==> src/rtl/cld_pkg.sv <==
// Shared definitions for the pulse-timer slice: FSM encodings and sizing helper.
// Latency: n/a (package only).
// Backpressure: n/a (package only).
package cld_pkg;

    // Timer FSM encodings; the values are fixed so other blocks can decode them.
    typedef enum logic [1:0] {
        ST_IDLE  = 2'd0,
        ST_RUN   = 2'd1,
        ST_PAUSE = 2'd2
    } state_t;

    localparam logic [1:0] IDLE_ENC  = 2'd0;
    localparam logic [1:0] RUN_ENC   = 2'd1;
    localparam logic [1:0] PAUSE_ENC = 2'd2;

    // Bits needed to hold 0..p-1, never less than one.
    function automatic int presc_width(input int p);
        int w;
        w = $clog2(p);
        return (w < 1) ? 1 : w;
    endfunction

endpackage

==> src/rtl/m_prescaler.sv <==
// Free-running divider 0..PRESCALE-1 used as the count-tick source of the timer.
// Latency: r_tick is registered and is high while the counter sits on PRESCALE-1.
// Backpressure: none; w_en freezes the counter in place, w_clr returns it to 0.
module m_prescaler
    import cld_pkg::*;
#(
    parameter int PRESCALE = 4
) (
    input  logic w_clk,
    input  logic w_rst,
    input  logic w_en,
    input  logic w_clr,
    output logic r_tick
);

    localparam int CW = presc_width(PRESCALE);
    localparam logic [CW-1:0] LAST = CW'(PRESCALE - 1);

    logic [CW-1:0] cnt;
    logic [CW-1:0] cnt_nxt;

    // Next value of the divider, wrapping after the last count.
    always_comb begin
        cnt_nxt = (cnt == LAST) ? '0 : cnt + CW'(1);
    end

    // Divider register plus a flag marking "the next enabled edge is the wrap".
    // Exposing the flag lets the parent act on the very edge the wrap happens.
    always_ff @(posedge w_clk or posedge w_rst) begin
        if (w_rst) begin
            cnt    <= '0;
            r_tick <= 1'b0;
        end else if (w_clr) begin
            cnt    <= '0;
            r_tick <= 1'b0;
        end else if (w_en) begin
            cnt    <= cnt_nxt;
            r_tick <= (cnt_nxt == LAST);
        end
    end

endmodule

==> src/rtl/m_pulse_timer.sv <==
// Down-counting pulse timer with pause/resume/abort and optional auto-reload.
// Latency: r_done rises N*PRESCALE cycles after the start edge for load value N.
// Backpressure: none; w_stop pauses (RUN) or aborts (PAUSE), w_start in RUN is ignored.
module m_pulse_timer
    import cld_pkg::*;
#(
    parameter int WIDTH    = 8,
    parameter int PRESCALE = 4
) (
    input  logic             w_clk,
    input  logic             w_rst,
    input  logic             w_start,
    input  logic             w_stop,
    input  logic             w_auto,
    input  logic [WIDTH-1:0] w_load_val,
    output logic [WIDTH-1:0] r_count,
    output logic             r_busy,
    output logic             r_tick,
    output logic             r_done
);

    state_t           state;
    logic [WIDTH-1:0] reload;
    logic             auto_flag;

    logic ps_last;
    logic ps_en;
    logic ps_clr;
    logic running;
    logic tick_evt;

    assign running  = (state == ST_RUN);
    // A count tick is the edge on which the prescaler wraps while running.
    assign tick_evt = running && ps_last;
    // A stop freezes the prescaler, except when it coincides with the wrap:
    // that tick is still taken so the decrement lands before pausing.
    assign ps_en    = running && (!w_stop || ps_last);
    // Held at zero while idle so every fresh start begins a full period.
    assign ps_clr   = (state == ST_IDLE);
    // Decoded only from the state register, so no input reaches it.
    assign r_busy   = (state != ST_IDLE);

    m_prescaler #(
        .PRESCALE (PRESCALE)
    ) u_prescaler (
        .w_clk  (w_clk),
        .w_rst  (w_rst),
        .w_en   (ps_en),
        .w_clr  (ps_clr),
        .r_tick (ps_last)
    );

    // Timer FSM with registered count, tick and done outputs.
    always_ff @(posedge w_clk or posedge w_rst) begin
        if (w_rst) begin
            state     <= ST_IDLE;
            r_count   <= '0;
            reload    <= '0;
            auto_flag <= 1'b0;
            r_tick    <= 1'b0;
            r_done    <= 1'b0;
        end else begin
            r_tick <= tick_evt;
            r_done <= 1'b0;
            case (state)
                ST_IDLE: begin
                    // Start together with stop is ignored while idle.
                    if (w_start && !w_stop) begin
                        if (w_load_val != '0) begin
                            r_count   <= w_load_val;
                            reload    <= w_load_val;
                            auto_flag <= w_auto;
                            state     <= ST_RUN;
                        end else begin
                            // Zero-length timer completes immediately.
                            r_done <= 1'b1;
                        end
                    end
                end
                ST_RUN: begin
                    if (tick_evt) begin
                        if (r_count == WIDTH'(1)) begin
                            r_done <= 1'b1;
                            if (auto_flag) begin
                                r_count <= reload;
                                state   <= w_stop ? ST_PAUSE : ST_RUN;
                            end else begin
                                r_count <= '0;
                                state   <= ST_IDLE;
                            end
                        end else begin
                            // Saturate at zero rather than wrap.
                            if (r_count != '0) begin
                                r_count <= r_count - WIDTH'(1);
                            end
                            state <= w_stop ? ST_PAUSE : ST_RUN;
                        end
                    end else if (w_stop) begin
                        state <= ST_PAUSE;
                    end
                end
                ST_PAUSE: begin
                    // Stop wins over start: abort without a done pulse.
                    if (w_stop) begin
                        r_count <= '0;
                        state   <= ST_IDLE;
                    end else if (w_start) begin
                        state <= ST_RUN;
                    end
                end
                default: begin
                    state   <= ST_IDLE;
                    r_count <= '0;
                end
            endcase
        end
    end

endmodule

==> config.mk <==
export PLATFORM = sky130hd
export DESIGN_NAME = m_pulse_timer
export DESIGN_NICKNAME = d
export VERILOG_FILES = /design/src/rtl/cld_pkg.sv /design/src/rtl/m_prescaler.sv /design/src/rtl/m_pulse_timer.sv
export SDC_FILE = /design/constraint.sdc
export NUM_CORES = 1
export LEC_CHECK = 0
export ABC_CLOCK_PERIOD_IN_PS = 3500
export CORE_MARGIN = 2
export CORE_UTILIZATION = 42
export CTS_CLUSTER_DIAMETER = 120
export CTS_CLUSTER_SIZE = 24
export DETAILED_ROUTE_END_ITERATION = 8
export PLACE_DENSITY = 0.65
export SETUP_SLACK_MARGIN = 0.2
export SLEW_MARGIN = 10
export SYNTH_ARGS = -nofsm -noshare
export SYNTH_HDL_FRONTEND = slang
export SYNTH_HIERARCHICAL = 1
export SYNTH_SLANG_ARGS = --single-unit
==> constraint.sdc <==
create_clock -name w_clk -period 3.5 [get_ports w_clk]
set_input_delay 0.35 -clock w_clk [delete_from_list [all_inputs] [get_ports w_clk]]
set_output_delay 0.35 -clock w_clk [all_outputs]
set_load 0.02 [all_outputs]
---- Yosys cells after proc, flatten, opt, wreduce, memory -nomap -nowiden ----
Index checks and enable logic that the tools add are counted.
word-level totals
  register bits ........................... 24
  bits of input ports ..................... 13
  output and inout port bits .............. 11
  word-level logic and storage cells ...... 63
operators by class
  $add $sub $neg .......................... 2
  eq/ne operators ......................... 12
  mux-type cells .......................... 28
  reductions and logical operators ........ 13
operators by type and width
  kind                                                 number
  2-to-1 mux 8 bit                                     7
  2-to-1 mux 2 bit                                     12
  case mux 8 bit (3 select lines)                      1
  nonzero test 8 bit                                   2
  equality test 8 x 1 -> 1 bit, second input constant  1
  subtractor 8 x 1 -> 8 bit, second input constant     1
  equality test 2 bit, second input constant           3
  2-to-1 mux 1 bit                                     6
  != test 2 x 1 -> 1 bit, second input constant        3
  case mux 2 bit (3 select lines)                      1
  AND reduction 5 bit                                  1
  AND reduction 4 bit                                  1
  nonzero test 2 bit                                   2
  logical AND 1 bit                                    3
  != test 3 x 1 -> 1 bit, second input constant        1
  != test 3 x 2 -> 1 bit, second input constant        1
  != test 3 bit, second input constant                 1
  AND reduction 3 bit                                  1
  adder 2 x 1 -> 2 bit, second input constant          1
  equality test 2 x 1 -> 1 bit, second input constant  1
  zero test 2 bit                                      1
  != test 2 bit, second input constant                 1
  case mux 1 bit (2 select lines)                      1
  zero test 1 bit                                      1
  logical OR 1 bit                                     1

---- Depth between registers and ports, before layout ----
  word-level depth ........................ 5
  mapped depth ............................ 8
  gate-level depth less buffers ........... 7

---- Modules after synthesis ----
Netlist, hierarchy kept.
by module, submodules not included
  module         instances  cells an instance  area an instance (µm²)  seq. area each (µm²)
  m_pulse_timer  1          142                1303.8                  525.5
  m_prescaler    1          13                 150.1                   75.1

---- Worst setup path before layout ----
No wires, ideal clock.
  path type ............................... reg2reg
  from .................................... register r_count[1]
  to ...................................... register r_count[3]
  library setup time ...................... 0.103 ns
  arrival time ............................ 1.920 ns
  required time ........................... 3.397 ns
  setup slack ............................. 1.477 ns
  cell stages (with the launch flop) ...... 8
  path buffers ............................ 1
  period minus slack after synthesis ...... 2.023 ns
  cells stage by stage .................... dfrtp_1 -> inv_1 -> ha_1 -> or4b_4 -> buf_6 -> o31ai_2 -> a21oi_1 -> o41ai_2
on the way
  cells in the longest elaborated chain, start to end .. 5
  elaborated cells between the ends (all ways) .. 9
  classes of those cells .................. add/sub (1); eq/ne (2); mux (4); reduce/logical (2)
RTL lines
  what                             RTL line             RTL
  start, declared                  m_pulse_timer.sv:16  output logic [WIDTH-1:0] r_count,
  start signal, assigned           m_pulse_timer.sv:70  r_count <= w_load_val;
  start signal, assigned           m_pulse_timer.sv:85  r_count <= reload;
  start signal, assigned           m_pulse_timer.sv:94  r_count <= r_count - WIDTH'(1);
  subtractor 8 x 1 -> 8 bit        m_pulse_timer.sv:94
  2-to-1 mux 8 bit                 m_pulse_timer.sv:93  if (r_count != '0) begin
  2-to-1 mux 8 bit                 m_pulse_timer.sv:82  if (r_count == WIDTH'(1)) begin
  2-to-1 mux 8 bit                 m_pulse_timer.sv:81  if (tick_evt) begin
  case mux 8 bit (3 select lines)  m_pulse_timer.sv:65  case (state)
Several ways; a longest one is shown, not always the timed one. The select of a mux whose other input is x is not followed.
A chain may end at the register's enable or synchronous reset.

---- Worst setup path in the final report ----
  from .................................... register state[1]
  to ...................................... output r_busy
on the way
  cells in the longest elaborated chain, start to end .. 1
RTL lines
  what                    RTL line             RTL
  start, declared         m_pulse_timer.sv:22  state_t state;
  start signal, assigned  m_pulse_timer.sv:86  state <= w_stop ? ST_PAUSE : ST_RUN;
  start signal, assigned  m_pulse_timer.sv:96  state <= w_stop ? ST_PAUSE : ST_RUN;
  nonzero test 2 bit      m_pulse_timer.sv:41  assign r_busy = (state != ST_IDLE);
  end, declared           m_pulse_timer.sv:17  output logic r_busy,
No other way between the ends.

==> metrics.md <==
| Metric | Value |
|---|---|
| Status | finished, final reports clean |
| Pin count of the biggest net entering global routing | 22 |
| Post-DP HPWL | 2520 um |
| Top cell type's share of synthesized area | 41.3% |
| Leakage power | approximately 0.7 nW |
| Clock Pin Slew Worst Setup and Hold Paths | 0.12 ns |
| Grt total ovfl | 0 |
| Drt drc | 0 |
| Clock buffer depth | 2 |
| Buffer count from post-CTS setup fixing | 0 |
| CP bufs+invs | 1 |
| Root Driver | clkbuf_4 |
| Wire per inst | 15.2 um |
| Fmax | 0.451 GHz |
| Crit start category | flip-flop |
| CP Data Arrival Time | 1.87 ns |
| Final min period | 2.22 ns |
| Top cells by area, synth | dfrtp_1 (41%), mux2_1 (7.0%), nand2_1 (4.9%), a21oi_1 (4.5%), ha_1 (3.4%) |
| MaxCap Viol Count | 0 |
| Slowest-stage cell, CP | dfrtp_1 |
| Number of global-route vias before repair | between 1,000 and 1,500 |
| Post-cts resize count | 0 |
| H-Tree Depth | 1 |
| Critical R2R Launch | r_count[1] |
| Initial antenna violation count | 0 |
| Area of the mapped netlist | approximately 1500 um^2 |
| Vias | around 1,300 |
| Diodes inserted | 0 |
| Hold_buf cts | 0 |
| Starting density of the core | 43.6% |
| Synth cell count leaders | dfrtp_1 (24), nand2_1 (19), a21oi_1 (13) |
| Fill cells | between 300 and 400 |
| I/O pin cnt | 24 |
| Tcrit/Tclk final | around 63% |
| Syn avg cell area | between 9 and 10 um^2 |
| CTS Buf Count | 3 |
| Count leader, synth | dfrtp_1 |
| Pwr per Cell Area | 875 nW/um^2 |
| Layout cell share with drive strength beyond 1 | under 10% |
| Setup TNS | 0 ns |
| Die height | between 60 and 70 um |
| Worst Skew | 0.00413 ns |
| Top_reg_cell synth | dfrtp_1 |
| Area of the multi-input gates | 777 um^2 |
| Dpl cell area | around 1700 um^2 |
| Crit-path cells | or2_1, clkdlybuf4s50_1 |
| Sw Ratio | a little under half |
| IO Port Bufs | 23 |
| Global Route Usage Sum | between 10% and 20% |
| Finished layout cell area | 1720 um^2 |
| Core Util, Final | 51.5% |
| CTS Sinks | 24 |
| Fin. Hold Viols | 0 |
| Global-route wire length before repair | 5840 um |
| Clock network power share | 7.8% |
| Slew margin rel. | 46.5% |
| Placer congestion estimate | 0.953 |
| Register Area | 601 um^2 |
| FP Rows | 21 |
| Flops & latches, synth | 24 |
| WS Path Type | flip-flop to output pin |
| Worst-Margin Slew | 0.802 ns |
| Skew-Pair Late Insertion Delay | a little over 0.3 ns |
| Crit path required time | 3.15 ns |
| CP Max Fanout | 13 |
| Reg2Reg Setup Slack | 1.39 ns |
| Unrepaired setup endpoints after global routing | no |
| Final ANT Viol Nets | 0 |
| Worst setup EP type | output pin |
| Final setup viols | 0 |
| Final slew viol count | 0 |
| CTS tree | done |
| Sequential area share after synthesis | 41.3% |
| Via density | 5.85 |
| Share of power burned in registers | 37.7% |
| Wirelength, routed | 3350 um |
| Post-synth EDFFs | 0 |
| Comb pwr share | 54.5% |
| Final nets | 193 |
| Core area | approximately 3300 um^2 |
| Worst R2R End | r_count[0] |
| Max VDD drop | 315 uV |
| Yosys warnings | 6 |
| Post-Syn Nets | 172 |
| Crit-path max cell delay | 0.66 ns |
| Yosys top cell by area | dfrtp_1 |
| Area Overhead vs Synth | 18.2% |
| Cell Int Power | 0.794 mW |
| DR iter-0 viols | 71 |
| Die X-Extent | ~63 um |
| Crit-path leading delay family | flip-flops |
| Worst Reg-to-Reg Cells | 7 |
| Drt pass-1 iters | 4 |
| Cell variety after synth | 44 |
| Post-synthesis async set-or-reset flop share | 100% |
| Type of the most critical hold path | input port to asynchronous set/reset pin |
| Die Area | 3950 um^2 |
| NetSw | 0.709 mW |
| Mapped Cells | ~160 |
==> cell families after synthesis <==
kind of cell               after synthesis  share of synthesized area, %
and+or+nand+nor                         57                          20.5
AOI/OAI and AO/OA                       44                          21.3
DFF                                     24                          41.3
buffers and inverters                   15                          5.25
muxes                                   10                          7.66
adders and majority gates                4                          3.44
xor gates and xnor gates                 1                         0.603
==> power by group through the flow <==
stage / Clock (mW) / Sequential, mW / Combinational, mW
final: 0.117 / 0.567 / 0.820
after global routing: 0.142 / 0.591 / 0.902
after CTS: 0.122 / 0.563 / 0.813
after detailed placement: 0 / 0.569 / 0.811
after global placement: 0 / 0.563 / 0.800
after floorplan: 0 / 0.538 / 0.603
==> routing by layer <==
layer	up-vias	GRT usage [%]	share of wire (%)
met5	-	0	0
met4	0	6.94	1.3
met3	8	3.24	5.6
met2	51	27.8	45
met1	621	26.7	48
li1	606	-	-
==> registers in the layout (all words and copies together) (netlist names) <==
name / cells
r_done: 1
u_prescaler/r_tick: 1
u_prescaler/cnt: 2
state: 2
r_tick: 1
r_count: 8
reload: 8
auto_flag: 1
==> worst reg2reg max path, cell delays in order (launching register included) <==
cell and delay (ns):
dfrtp_1 0.47, inv_1 0.11, ha_1 0.23, or4b_4 0.56, o21ai_1 0.16, o21ai_1 0.08
a221oi_1 0.30, a21oi_1 0.07
==> through the flow <==
stage	hold WS, ns	cells	worst slack (ns)	power (mW)
2_1_floorplan	0.104	155	1.48	1.14
4_1_cts	0.218	220	1.29	1.50
6_report	0.218	220	1.28	1.50
3_3_place_gp	0.471	217	1.20	1.36
3_5_place_dp	0.475	217	1.15	1.38
5_1_grt	0.206	220	1.16	1.63
==> cell usage in the layout (no fill, tap or decap), drive strengths merged, types with 3 or more instances in the layout <==
| cell type | instances |
|---|---|
| o31ai | 3 |
| inv | 8 |
| a31oi | 3 |
| nor3 | 6 |
| nor4 | 4 |
| nand2 | 19 |
| o21ai | 9 |
| nor2b | 3 |
| dfrtp | 24 |
| mux2 | 9 |
| a21oi | 13 |
| clkdlybuf4s50 | 23 |
| nor2 | 12 |
| clkbuf | 3 |
| ha | 4 |
==> worst max-delay path by stage <==
| stage | start | end | cells past startpoint |
|---|---|---|---|
| floorplan | r_count[1] | r_count[3] | 7 |
| global placement | w_stop | r_count[0] | 6 |
| detailed placement | w_load_val[2] | r_count[6] | 6 |
| CTS | state[1] | r_busy | 2 |
| global route | r_count[1] | r_count[0] | 7 |
| finish | state[1] | r_busy | 2 |
==> cell type report <==
class	instances	share of cell area, %
inverters	8	1.75
well taps	46	3.35
multi-input cells	116	45.2
flip-flops and latches	24	35.0
repair buffers	23	13.4
clock buffers	3	1.31
Note: power is estimated with default switching activity, not from simulation.
